### config.mk
export PLATFORM = sky130hd
export DESIGN_NAME = addsub_seq_ctrl_flat
export DESIGN_NICKNAME = d
export VERILOG_FILES = /design/src/rtl/addsub_seq_ctrl_pkg.sv /design/src/rtl/addsub_seq_ctrl_if.sv /design/src/rtl/addsub_seq_ctrl_nibble.sv /design/src/rtl/addsub_seq_ctrl.sv /design/src/flat_wrapper.sv
export SDC_FILE = /design/constraint.sdc
export NUM_CORES = 1
export LEC_CHECK = 0
export BUFFER_PORTS_ARGS = -buffer_cell sky130_fd_sc_hd__buf_2
export CORE_MARGIN = 2
export CORE_UTILIZATION = 55
export CTS_CLUSTER_SIZE = 30
export DETAILED_ROUTE_END_ITERATION = 8
export GPL_TIMING_DRIVEN = 0
export PLACE_DENSITY = 0.85
export SLEW_MARGIN = 0
export SYNTH_ARGS = -nofsm -noshare
export SYNTH_HDL_FRONTEND = slang
export SYNTH_SLANG_ARGS = --single-unit
### constraint.sdc
create_clock -name clk -period 9.6 [get_ports clk]
set_clock_uncertainty 0.1 [all_clocks]
set_input_delay 1.92 -clock clk [delete_from_list [all_inputs] [get_ports clk]]
set_output_delay 1.92 -clock clk [all_outputs]
set_load 0.05 [all_outputs]
### src/rtl/addsub_seq_ctrl_pkg.sv
// Shared types and constants for the nibble-serial add/sub sequencer.
package addsub_pkg;

   // Sequencer states
   typedef enum logic [1:0] {
      IDLE = 2'd0,
      RUN  = 2'd1,
      DONE = 2'd2
   } state_t;

   // Width of the arithmetic slice processed per cycle
   localparam int NIBBLE_W = 4;

   // Operation select encoding for in_sub
   localparam logic OP_ADD = 1'b0;
   localparam logic OP_SUB = 1'b1;

endpackage

### src/rtl/addsub_seq_ctrl_if.sv
// Command and result handshake bundle for addsub_seq_ctrl.
// slave  : the sequencer (accepts commands, produces results)
// master : the requester/consumer side
interface addsub_seq_ctrl_if #(
   parameter int WIDTH = 16
);
   logic             in_valid;
   logic             in_ready;
   logic [WIDTH-1:0] in_a;
   logic [WIDTH-1:0] in_b;
   logic             in_sub;
   logic             out_valid;
   logic             out_ready;
   logic [WIDTH-1:0] out_sum;
   logic             out_carry;
   logic             out_ovf;
   logic             out_zero;

   modport slave (
      input  in_valid, in_a, in_b, in_sub, out_ready,
      output in_ready, out_valid, out_sum, out_carry, out_ovf, out_zero
   );

   modport master (
      output in_valid, in_a, in_b, in_sub, out_ready,
      input  in_ready, out_valid, out_sum, out_carry, out_ovf, out_zero
   );
endinterface

### src/rtl/addsub_seq_ctrl_nibble.sv
// Combinational 4-bit add/sub slice built as a ripple of full adders.
// cin is kept separate from inv_b so the slice can be chained through a
// registered carry; the caller supplies inv_b as cin only on the first nibble.
module addsub_nibble
   import addsub_pkg::*;
(
   input  logic [NIBBLE_W-1:0] a,
   input  logic [NIBBLE_W-1:0] b,
   input  logic                inv_b,
   input  logic                cin,
   output logic [NIBBLE_W-1:0] sum,
   output logic                cout
);

   logic [NIBBLE_W:0]   c;
   logic [NIBBLE_W-1:0] bx;

   // Full-adder ripple across the nibble
   always_comb begin
      c    = '0;
      bx   = '0;
      sum  = '0;
      c[0] = cin;
      for (int i = 0; i < NIBBLE_W; i++) begin
         bx[i]   = b[i] ^ inv_b;
         sum[i]  = a[i] ^ bx[i] ^ c[i];
         c[i+1]  = (a[i] & bx[i]) | (c[i] & (a[i] ^ bx[i]));
      end
      cout = c[NIBBLE_W];
   end

endmodule

### src/rtl/addsub_seq_ctrl.sv
// Nibble-serial WIDTH-bit adder/subtractor. Operands are captured on accept,
// then one 4-bit slice is evaluated per cycle, LSB nibble first, with the
// carry held in a register between steps. Flags are produced on the last step.
module addsub_seq_ctrl
   import addsub_pkg::*;
#(
   parameter int WIDTH = 16
) (
   input  logic               clk,
   input  logic               rst,
   addsub_seq_ctrl_if.slave   bus,
   output logic               busy
);

   localparam int NIB_CNT = WIDTH / NIBBLE_W;
   localparam int IDX_W   = (NIB_CNT > 1) ? $clog2(NIB_CNT) : 1;

   if ((WIDTH < NIBBLE_W) || ((WIDTH % NIBBLE_W) != 0)) begin : g_width_chk
      $error("addsub_seq_ctrl: WIDTH must be a multiple of 4 and at least 4");
   end

   state_t                state;
   logic [WIDTH-1:0]      a_q;
   logic [WIDTH-1:0]      b_q;
   logic                  sub_q;
   logic                  carry_q;
   logic [IDX_W-1:0]      idx;

   logic [NIBBLE_W-1:0]   a_nib;
   logic [NIBBLE_W-1:0]   b_nib;
   logic [NIBBLE_W-1:0]   sum_nib;
   logic                  cout_nib;
   logic [WIDTH-1:0]      res_next;
   logic                  accept;
   logic                  last_step;

   // Signed overflow: operands agree in sign but the result does not
   function automatic logic ovf_flag(input logic a_msb, input logic beff_msb,
                                     input logic s_msb);
      return (a_msb == beff_msb) && (s_msb != a_msb);
   endfunction

   assign accept    = (state == IDLE) && bus.in_valid && bus.in_ready;
   assign last_step = (idx == IDX_W'(NIB_CNT - 1));

   // Select the active nibble and form the result with it merged in
   always_comb begin
      a_nib    = a_q[NIBBLE_W*int'(idx) +: NIBBLE_W];
      b_nib    = b_q[NIBBLE_W*int'(idx) +: NIBBLE_W];
      res_next = bus.out_sum;
      res_next[NIBBLE_W*int'(idx) +: NIBBLE_W] = sum_nib;
   end

   addsub_nibble u_nibble (
      .a     (a_nib),
      .b     (b_nib),
      .inv_b (sub_q),
      .cin   (carry_q),
      .sum   (sum_nib),
      .cout  (cout_nib)
   );

   // Operand capture on accept; the requester may drop operands afterwards
   always_ff @(posedge clk) begin
      if (accept) begin
         a_q   <= bus.in_a;
         b_q   <= bus.in_b;
         sub_q <= bus.in_sub;
      end
   end

   // Sequencer FSM with registered handshake, result and flag outputs
   always_ff @(posedge clk) begin
      if (rst) begin
         state         <= IDLE;
         bus.in_ready  <= 1'b1;
         bus.out_valid <= 1'b0;
         busy          <= 1'b0;
         bus.out_sum   <= '0;
         bus.out_carry <= 1'b0;
         bus.out_ovf   <= 1'b0;
         bus.out_zero  <= 1'b0;
         idx           <= '0;
         carry_q       <= 1'b0;
      end else begin
         case (state)
            IDLE: begin
               if (accept) begin
                  carry_q      <= (bus.in_sub == OP_SUB);
                  idx          <= '0;
                  bus.in_ready <= 1'b0;
                  busy         <= 1'b1;
                  state        <= RUN;
               end
            end
            RUN: begin
               bus.out_sum <= res_next;
               carry_q     <= cout_nib;
               if (last_step) begin
                  idx           <= '0;
                  bus.out_valid <= 1'b1;
                  bus.out_carry <= cout_nib;
                  bus.out_ovf   <= ovf_flag(a_q[WIDTH-1], b_q[WIDTH-1] ^ sub_q,
                                            sum_nib[NIBBLE_W-1]);
                  bus.out_zero  <= (res_next == '0);
                  state         <= DONE;
               end else begin
                  idx <= idx + IDX_W'(1);
               end
            end
            DONE: begin
               if (bus.out_ready) begin
                  bus.out_valid <= 1'b0;
                  bus.in_ready  <= 1'b1;
                  busy          <= 1'b0;
                  state         <= IDLE;
               end
            end
            default: begin
               state <= IDLE;
            end
         endcase
      end
   end

endmodule

### src/flat_wrapper.sv
// flat-port wrapper written by rule: the top's interface ports become plain ports
module addsub_seq_ctrl_flat import addsub_pkg::*;
#(
   parameter int WIDTH = 16
)
  (clk, rst, busy, bus_in_valid, bus_in_a, bus_in_b, bus_in_sub, bus_out_ready, bus_in_ready, bus_out_valid, bus_out_sum, bus_out_carry, bus_out_ovf, bus_out_zero);
  addsub_seq_ctrl_if #(.WIDTH(WIDTH)) bus_i ();
  input  logic clk;
  input  logic rst;
  output logic busy;
  input wire logic [$bits(bus_i.in_valid)-1:0] bus_in_valid;
  input wire logic [$bits(bus_i.in_a)-1:0] bus_in_a;
  input wire logic [$bits(bus_i.in_b)-1:0] bus_in_b;
  input wire logic [$bits(bus_i.in_sub)-1:0] bus_in_sub;
  input wire logic [$bits(bus_i.out_ready)-1:0] bus_out_ready;
  output wire logic [$bits(bus_i.in_ready)-1:0] bus_in_ready;
  output wire logic [$bits(bus_i.out_valid)-1:0] bus_out_valid;
  output wire logic [$bits(bus_i.out_sum)-1:0] bus_out_sum;
  output wire logic [$bits(bus_i.out_carry)-1:0] bus_out_carry;
  output wire logic [$bits(bus_i.out_ovf)-1:0] bus_out_ovf;
  output wire logic [$bits(bus_i.out_zero)-1:0] bus_out_zero;
  assign bus_i.in_valid = bus_in_valid;
  assign bus_i.in_a = bus_in_a;
  assign bus_i.in_b = bus_in_b;
  assign bus_i.in_sub = bus_in_sub;
  assign bus_i.out_ready = bus_out_ready;
  assign bus_in_ready = bus_i.in_ready;
  assign bus_out_valid = bus_i.out_valid;
  assign bus_out_sum = bus_i.out_sum;
  assign bus_out_carry = bus_i.out_carry;
  assign bus_out_ovf = bus_i.out_ovf;
  assign bus_out_zero = bus_i.out_zero;
  addsub_seq_ctrl #(.WIDTH(WIDTH)) u_core (.clk(clk), .rst(rst), .bus(bus_i), .busy(busy));
endmodule
==> results.cfg, run 1 <==
[outcome]
run_status = finished clean

[finish]
ant_diodes = 0
mostFrequentLayoutCell = sky130_fd_sc_hd__buf_2
instances_no_fill = 331
most-common-layout-cells = sky130_fd_sc_hd__buf_2 (58), sky130_fd_sc_hd__edfxtp_1 (33), sky130_fd_sc_hd__nor2_1 (27), sky130_fd_sc_hd__dfxtp_1 (27), sky130_fd_sc_hd__nand2_1 (12)
final_net_count = 319
signed_area_change_from_the_synthesized_netlist_to_the_final_layout_pct = 22.6
post_route_cells_drive_above_1_share_pct = 31.0

[job]
cap_violations = 0

[cts]
post_cts_setup_repair_buffer_count = 0
clock_insertion_delay_worst_skew_ps = 340
cts-resized-gates = 0
cts_inserted_buffers = 9
postCtsHoldBufs = 0
cts.sink_count = 60
cts.path.max_buffers = 2
root_buffer = sky130_fd_sc_hd__clkbuf_8
tritoncts = built
path_clk_slew_ps = 70
cts-htree-levels = 3

[synthesis]
syn-cell-area_um2 = 2620
count_of_mapped_cells_out_of_synthesis = 204
async_reset_ff_share_pct = 0
synth-seq-cells = 60
seq_area_frac_synth_pct = 58.4
synthDistinctLibCells = 40
synth_edf_count = 33
synth-warning-count = 0
synth_ff_type = sky130_fd_sc_hd__edfxtp_1
synthesis.nets = 251
syn_avg_cell_area_um2 = 12.9

[power]
power.internal_uw = 509
p_total_uw = 681
vdd_drop_max_v = 0.000151
share_seq_of_total_power_pct = 43.1
p_sw_share_pct = 25.2
p_leak_nw = 1.28
netSwitchingPower_uw = 172
power-per-cell-area_nw_per_um2 = 212
power.share.combinational_pct = 17.5
share_clk_of_total_power_pct = 39.4

[drt]
routed_wirelength_normalized_by_instance_count_um = 15.3
met3WireLength_um = 340
dr_wl_met2_um = 2500
detailedRoute.firstPassIterationCount = 4
highest_routed_metal_layer = met4
wl_met1_um = 2140
mean_number_of_vias_per_cell = 5.57
postRouteAntennaNets = 0
dr_total_vias = 1843
wl_um = 5060
drcViolationCount = 0
drt_iter0_markers = 113

[critical_path]
worstReg2RegStart = u_core.idx[0]
regToRegSetupSlack_ps = 5360
worst_path_largest_cell_delay_ps = 550
critical_path_peak_fanout = 10
worstSetupStartpoint = u_core.idx[0]
cpMostUsedCell = sky130_fd_sc_hd__fa_1
number_of_cells_on_the_worst_reg_to_reg_path = 11
cp.arrival_ps = 4400
critical_path.cell_chain = clkbuf_1 > buf_2 > mux4_2 > xnor2_1 > fa_1 > fa_1 > fa_1 > clkbuf_1 > o2bb2ai_1 > o211ai_1 > o31ai_1
crit_type = reg -> reg
crit_required_ps = 9760
regToRegEndpoint = u_core.bus.out_zero
setup.worst_path.start_class = flop
critical_path.endpoint_type = flop
critical_path.slowest_cell = sky130_fd_sc_hd__mux4_2
worst_setup_endpoint = u_core.bus.out_zero

[sta]
finalSetupViolCount = 0
fin_ws_ps = 5360
post-route-period-util_pct = 44.2
report.final.hold_viol_count = 0
timing.max_slew.rel_slack_pct = 40.7
worst_pin_slew_ps = 890
final-max-slew-violation-count = 0
min_period_ps = 4240
grt_setup_unrepaired = no
setup-tns-final_ps = 0
max_freq_ghz = 0.236

[die]
dieArea_um2 = 5340
core_um2 = 4660
row_count = 25
dieHeight_um = 73.1
ios = 59
starting_utilization_of_the_core_area_pct = 56.3
die_width_um = 73.1

[placement]
post-place-cells = 315
place.gp.congestion = 0.874
place_hpwl_um = 3630
port-buffer-count = 57
preCtsSetupSlack_ps = 5370

[grt]
grt_start_max_net_pins = 39
grt_pass1_vias = 1749
initial_antenna_violation_count = 0
track_usage_pct = 20.8
grt_overflow_total = 0
grt_pass1_wl_um = 8050

[min_path]
worstHoldPathType = reg -> reg
[worst min-delay path by stage]
stage	startpoint	end	slack (ps)	depth (start not counted)
CTS	u_core.bus.out_sum[2]	u_core.bus.out_sum[2]	370	2
detailed placement	u_core.bus.out_sum[2]	u_core.bus.out_sum[2]	360	2
floorplan	u_core.state[0]	u_core.bus.out_valid	410	2
global placement	u_core.bus.out_valid	u_core.bus.out_valid	350	2
finish	u_core.bus.out_sum[2]	u_core.bus.out_sum[2]	380	2
global route	u_core.bus.out_valid	u_core.bus.out_valid	410	2
[power groups by stage]
| stage | Combinational [mW] | Sequential, mW | Clock (mW) |
|---|---|---|---|
| 2_1_floorplan | 0.0758 | 0.308 | 0 |
| 3_3_place_gp | 0.115 | 0.299 | 0 |
| 3_5_place_dp | 0.118 | 0.300 | 0 |
| 4_1_cts | 0.118 | 0.294 | 0.273 |
| 5_1_grt | 0.129 | 0.295 | 0.282 |
| 6_report | 0.119 | 0.294 | 0.269 |
[sequential cells by signal, indices dropped and copies added (netlist names)]
register	count
u_core.bus.out_zero	1
u_core.bus.out_carry	1
u_core.bus.in_ready	1
u_core.bus.out_ovf	1
u_core.idx	2
u_core.busy	1
u_core.bus.out_valid	1
u_core.sub_q	1
u_core.a_q	16
u_core.bus.out_sum	16
u_core.b_q	16
u_core.state	2
u_core.carry_q	1
[per-stage QoR]
stage | area [um2] | hold slack, ps | util (%)
3_5_place_dp | 2980 | 365 | 63.9
4_1_cts | 3220 | 374 | 69.0
5_1_grt | 3220 | 412 | 69.0
2_1_floorplan | 2620 | 412 | -
3_3_place_gp | 2980 | 354 | 63.9
6_report | 3220 | 375 | 69.0
[cell type report]
cell class,count,area [um2]
multi-input cells,125,1020
clock buffers,9,124
plain buffers,11,43.8
clock inverters,7,115
repair buffers,57,285
inverters,8,30.0
fillers,328,1440
flip-flops and latches,60,1530
well taps,54,67.6
[layer usage]
layer | global-route usage (%) | vias up
met1 | 24.2 | 870
met3 | 7.46 | 7
met2 | 34.9 | 67
li1 | - | 899
met5 | 0 | -
met4 | 8.44 | 0
[cells in the mapped netlist (5+ instances only)]
library cell	count	area [um2]
sky130_fd_sc_hd__a21oi_1	7	35.0
sky130_fd_sc_hd__mux4_2	8	180
sky130_fd_sc_hd__clkbuf_1	10	37.5
sky130_fd_sc_hd__nor2b_1	5	31.3
sky130_fd_sc_hd__edfxtp_1	33	991
sky130_fd_sc_hd__nor2_1	27	101
sky130_fd_sc_hd__dfxtp_1	27	541
sky130_fd_sc_hd__a2bb2oi_1	10	87.6
sky130_fd_sc_hd__nor4bb_1	5	50.1
sky130_fd_sc_hd__ha_1	6	75.1
sky130_fd_sc_hd__nand2_1	12	45.0
sky130_fd_sc_hd__inv_1	8	30.0
[logic make-up (layout without fill, tap and decap cells)]
kind of cell	Yosys count	in the layout	share of synthesized area [%]
buf+inv	19	92	2.77
xor+xnor	5	5	1.67
fa+ha+maj	10	10	5.91
compound gates	36	36	11.2
simple gates	65	65	12.9
mux	9	9	7.25
flops	60	60	58.4
[critical path: cells and delay by family, from the launching register on]
kind,cells,cell delay (ps)
mux,1,550
compound gates,3,510
buf+inv,3,1090
xor+xnor,1,160
flops,1,400
fa+ha+maj,3,1350
No activity file was read; power rests on OpenSTA's default activity.
==> run 2: changes to the inputs <==
--- a/config.mk
+++ b/config.mk
@@ -7,11 +7,11 @@
 export LEC_CHECK = 0
 export BUFFER_PORTS_ARGS = -buffer_cell sky130_fd_sc_hd__buf_2
 export CORE_MARGIN = 2
-export CORE_UTILIZATION = 55
+export CORE_UTILIZATION = 48
 export CTS_CLUSTER_SIZE = 30
 export DETAILED_ROUTE_END_ITERATION = 8
 export GPL_TIMING_DRIVEN = 0
-export PLACE_DENSITY = 0.85
+export PLACE_DENSITY = 0.79
 export SLEW_MARGIN = 0
 export SYNTH_ARGS = -nofsm -noshare
 export SYNTH_HDL_FRONTEND = slang
==> constraint.sdc (replaced) <==
create_clock -name clk -period 3.8 [get_ports clk]
set_clock_uncertainty 0.1 [all_clocks]
set_input_delay 0.76 -clock clk [delete_from_list [all_inputs] [get_ports clk]]
set_output_delay 0.76 -clock clk [all_outputs]
set_load 0.05 [all_outputs]
==> results.cfg, run 2 (same netlist as run 1, synthesis figures left out) <==
[outcome]
run_status = finished clean

[finish]
multi_input_comb_area_um2 = 1020
largestRegisters = u_core.a_q (16), u_core.b_q (16), u_core.bus.out_sum (16)
finalInstanceArea_um2 = 3270
ff_latch_area_um2 = 1530
mostFrequentLayoutCell = sky130_fd_sc_hd__buf_2
signed_area_change_from_the_synthesized_netlist_to_the_final_layout_pct = 24.6
ant_diodes = 0
final_net_count = 319
final_util_pct = 62.8
most-common-layout-cells = sky130_fd_sc_hd__buf_2 (57), sky130_fd_sc_hd__edfxtp_1 (33), sky130_fd_sc_hd__nor2_1 (27)
fill_cells = 409
post_route_cells_drive_above_1_share_pct = 32.9

[die]
dieArea_um2 = 6070
starting_utilization_of_the_core_area_pct = 50.4
dieHeight_um = 77.9
ios = 59
row_count = 26
die_width_um = 77.9
core_um2 = 5200

[critical_path]
critical_path_peak_fanout = 8
setup.worst_path.start_class = flop
cp.arrival_ps = 3790
crit_required_ps = 3940
crit_type = reg -> reg
critical_path.endpoint_type = flop

[cts]
root_buffer = sky130_fd_sc_hd__clkbuf_8
cts.sink_count = 60
cts.path.max_buffers = 2
clock_insertion_delay_worst_skew_ps = 340
cts_inserted_buffers = 9
path_clk_slew_ps = 70
tritoncts = built
cts-htree-levels = 3
postCtsHoldBufs = 0

[sta]
report.final.hold_viol_count = 0
min_period_ps = 3650
worst_pin_slew_ps = 880
setup-tns-final_ps = 0
post-route-period-util_pct = 95.9
grt_setup_unrepaired = no
max_freq_ghz = 0.274
timing.max_slew.rel_slack_pct = 41.3
final-max-slew-violation-count = 0
finalSetupViolCount = 0

[drt]
detailedRoute.firstPassIterationCount = 6
wl_um = 5040
postRouteAntennaNets = 0
routed_wirelength_normalized_by_instance_count_um = 14.5
drt_iter0_markers = 122
dr_total_vias = 1837
drcViolationCount = 0
mean_number_of_vias_per_cell = 5.29

[power]
power-per-cell-area_nw_per_um2 = 538
vdd_drop_max_v = 0.000334
p_leak_nw = 1.30
p_total_mw = 1.76

[grt]
grt_pass1_wl_um = 8430
initial_antenna_violation_count = 0
grt_pass1_vias = 1799
grt_start_max_net_pins = 39
grt_overflow_total = 0
track_usage_pct = 18.6

[job]
cap_violations = 0

[min_path]
worstHoldPathType = reg -> reg

[placement]
place.gp.congestion = 0.874
port-buffer-count = 57
instance_area_after_placement_um2 = 3000
place_hpwl_um = 3580
run 2: cell type report:
cell class              instances  share of cell area (%)
repair buffers                 58                    8.96
flip-flops and latches         60                    46.9
plain buffers                  10                    1.68
inverters                       8                   0.919
clock inverters                 7                    3.79
multi-input cells             125                    31.3
clock buffers                   9                    3.79
well taps                      70                    2.68
run 2: per-stage QoR:
stage / hold slack, ps / cells / worst slack, ps
finish: 365 / 347 / 154
global route: 402 / 347 / 0.216
CTS: 371 / 347 / 8.20
detailed placement: 361 / 331 / -471
global placement: 358 / 331 / -392
floorplan: 412 / 204 / 57.1
run 2: layer usage:
layer  share of wire, %  up-vias  track usage [%]
met3                8.2        9             6.28
met5                  0        -                0
met4                1.4        0             7.72
met1                 42      850             22.9
met2                 49       74             29.9
li1                   -      904                -
run 2: repair_timing:
item,in CTS,in global routing
pin swaps,1,0
setup buffers,1,0
endpoints found under the setup margin,7,5
cloned,0,0
gates resized for setup,6,3
run 2: worst paths after layout:
| path | slack (ps) | cells past startpoint | to | start |
|---|---|---|---|---|
| min reg2reg | 370 | 2 | u_core.bus.out_valid | u_core.bus.out_valid |
| max reg2reg | 150 | 10 | u_core.bus.out_ovf | u_core.idx[0] |
| min | 370 | 2 | u_core.bus.out_valid | u_core.bus.out_valid |
| max | 150 | 10 | u_core.bus.out_ovf | u_core.idx[0] |
run 2: power breakdown:
part,switching (mW),total (mW),internal (mW),leakage [nW]
sequential,0.0158,0.742,0.726,0.530
combinational,0.175,0.316,0.141,0.651
clock,0.261,0.700,0.440,0.120
run 2: critical path, cell delays in order (launching register included):
cell	delay (ps)
sky130_fd_sc_hd__dfxtp_2	380
sky130_fd_sc_hd__buf_6	150
sky130_fd_sc_hd__mux4_2	510
sky130_fd_sc_hd__xor2_1	170
sky130_fd_sc_hd__fa_1	180
sky130_fd_sc_hd__inv_1	50
sky130_fd_sc_hd__fa_1	400
sky130_fd_sc_hd__fa_1	430
sky130_fd_sc_hd__fa_2	540
sky130_fd_sc_hd__or3_1	370
sky130_fd_sc_hd__a311oi_1	270
==> run 3: changes to the inputs <==
--- a/config.mk
+++ b/config.mk
@@ -6,12 +6,14 @@
 export NUM_CORES = 1
 export LEC_CHECK = 0
 export BUFFER_PORTS_ARGS = -buffer_cell sky130_fd_sc_hd__buf_2
+export CELL_PAD_IN_SITES_DETAIL_PLACEMENT = 0
+export CELL_PAD_IN_SITES_GLOBAL_PLACEMENT = 1
 export CORE_MARGIN = 2
-export CORE_UTILIZATION = 48
+export CORE_UTILIZATION = 46
 export CTS_CLUSTER_SIZE = 30
 export DETAILED_ROUTE_END_ITERATION = 8
 export GPL_TIMING_DRIVEN = 0
-export PLACE_DENSITY = 0.79
+export PLACE_DENSITY = 0.88
 export SLEW_MARGIN = 0
 export SYNTH_ARGS = -nofsm -noshare
 export SYNTH_HDL_FRONTEND = slang
==> constraint.sdc (replaced) <==
create_clock -name clk -period 4.46 [get_ports clk]
set_clock_uncertainty 0.1 [all_clocks]
set_input_delay 0.892 -clock clk [delete_from_list [all_inputs] [get_ports clk]]
set_output_delay 0.892 -clock clk [all_outputs]
set_load 0.05 [all_outputs]
==> results.cfg, run 3 (same netlist as run 1, synthesis figures left out) <==
[outcome]
run_status = finished clean

[sta]
post-route-period-util_pct = 90.7
setup-tns-final_ps = 0
grt_setup_unrepaired = no
timing.max_slew.rel_slack_pct = 40.3
finalSetupViolCount = 0
timing.hold.ws_ps = 373
final-max-slew-violation-count = 0
min_period_ps = 4050
report.final.hold_viol_count = 0
worst_pin_slew_ps = 895
max_freq_ghz = 0.247
fin_ws_ps = 413

[drt]
dr_total_vias = 1832
drcViolationCount = 0
drt_iter0_markers = 57
detailedRoute.firstPassIterationCount = 4
postRouteAntennaNets = 0
routed_wirelength_normalized_by_instance_count_um = 14.4
mean_number_of_vias_per_cell = 5.25
wl_um = 5030

[finish]
ff_latch_area_um2 = 1530
fill_cells = 462
most-common-layout-cells = sky130_fd_sc_hd__buf_2 (58), sky130_fd_sc_hd__edfxtp_1 (33), sky130_fd_sc_hd__nor2_1 (27), sky130_fd_sc_hd__dfxtp_1 (27), sky130_fd_sc_hd__nand2_1 (12)
ant_diodes = 0
largestRegisters = u_core.a_q (16), u_core.b_q (16), u_core.bus.out_sum (16)
final_net_count = 319
signed_area_change_from_the_synthesized_netlist_to_the_final_layout_pct = 21.4
mostFrequentLayoutCell = sky130_fd_sc_hd__buf_2
multi_input_comb_area_um2 = 1020
post_route_cells_drive_above_1_share_pct = 30.7

[critical_path]
critical_path.slowest_cell = sky130_fd_sc_hd__mux4_2
setup.worst_path.start_class = flop
crit_required_ps = 4610
critical_path.cell_chain = clkbuf_2 > buf_2 > mux4_2 > xnor2_1 > fa_1 > fa_1 > fa_1 > clkbuf_1 > o2bb2ai_1 > o211ai_1 > o31ai_1
critical_path.endpoint_type = flop
critical_path_peak_fanout = 10
worst_path_largest_cell_delay_ps = 550
number_of_cells_on_the_worst_reg_to_reg_path = 11
worstSetupStartpoint = u_core.idx[0]
crit_type = reg -> reg
regToRegSetupSlack_ps = 410
worstReg2RegStart = u_core.idx[0]
regToRegEndpoint = u_core.bus.out_zero
cpMostUsedCell = sky130_fd_sc_hd__fa_1
cp.arrival_ps = 4190

[cts]
cts.path.max_buffers = 2
cts_inserted_buffers = 9
path_clk_slew_ps = 80
postCtsHoldBufs = 0
root_buffer = sky130_fd_sc_hd__clkbuf_8
post_cts_setup_repair_buffer_count = 0
cts-htree-levels = 3
tritoncts = built
cts-resized-gates = 0
clock_insertion_delay_worst_skew_ps = 340
cts.sink_count = 60

[grt]
initial_antenna_violation_count = 0
grt_overflow_total = 0
grt_start_max_net_pins = 39
grt_pass1_vias = 1899
grt_pass1_wl_um = 8690
track_usage_pct = 18.4

[min_path]
hold-path-endpoint = u_core.bus.out_valid
worst_hold_startpoint = u_core.bus.out_valid
hold_depth = 2
worstHoldPathType = reg -> reg

[placement]
place.gp.congestion = 0.848
place_hpwl_um = 3610
preCtsSetupSlack_ps = 200
port-buffer-count = 57

[die]
dieHeight_um = 79.5
ios = 59
die_width_um = 79.5
row_count = 27
starting_utilization_of_the_core_area_pct = 47.6
dieArea_um2 = 6320
core_um2 = 5510

[power]
p_leak_nw = 1.26
vdd_drop_max_v = 0.000239
power-per-cell-area_nw_per_um2 = 424

[job]
cap_violations = 0
run 3: changes by cell type in the layout (fill, tap and decap cells not counted), moves of 2 or more:
| cell | change |
|---|---|
| sky130_fd_sc_hd__clkinv_2 | +3 |
| sky130_fd_sc_hd__buf_6 | -2 |
| sky130_fd_sc_hd__clkinv_4 | -2 |
| sky130_fd_sc_hd__clkbuf_1 | +4 |
| sky130_fd_sc_hd__bufinv_16 | -2 |
run 3: layer usage:
metal	track usage [%]	vias to the layer above	share of wire (%)
met5	0	-	0
met4	9.66	0	2.3
met3	4.52	10	5.7
met2	30.3	63	48
met1	22.3	864	44
li1	-	895	-
run 3: final cells by class:
| cell class | count | share of cell area, % |
|---|---|---|
| inverters | 8 | 0.943 |
| clock inverters | 5 | 1.65 |
| well taps | 72 | 2.83 |
| clock buffers | 11 | 4.12 |
| multi-input cells | 125 | 32.0 |
| repair buffers | 57 | 8.96 |
| plain buffers | 11 | 1.41 |
| flip-flops and latches | 60 | 48.1 |
run 3: worst max path at each step:
stage	endpoint	slack, ps
2_1_floorplan	u_core.bus.out_ovf	720
3_3_place_gp	u_core.bus.out_zero	220
3_5_place_dp	u_core.bus.out_zero	200
4_1_cts	u_core.bus.out_zero	180
5_1_grt	u_core.bus.out_ovf	170
6_report	u_core.bus.out_zero	410
run 3: where the power goes:
group          total [mW]  switching, mW  internal, mW
Combinational       0.254          0.145         0.109
Sequential          0.632         0.0135         0.619
Clock               0.462          0.207         0.255
run 3: critical path: cells and delay by family (launching register included):
kind / cells / cell delay (ps)
AO/OA/AOI/OAI: 3 / 510
XOR/XNOR: 1 / 160
adder cells (fa/ha/maj): 3 / 1320
buffers and inverters: 3 / 910
flip-flops: 1 / 400
multiplexers: 1 / 550
run 3: through the flow:
step / utilization (%) / cell area, um2 / total power, mW / cells
final: 57.9 / 3190 / 1.35 / 349
after global placement: 54.5 / 3000 / 0.898 / 333
after CTS: 57.8 / 3180 / 1.36 / 349
after floorplan: - / 2620 / 0.827 / 204
after detailed placement: 54.5 / 3000 / 0.901 / 333
after global routing: 57.9 / 3190 / 1.41 / 349
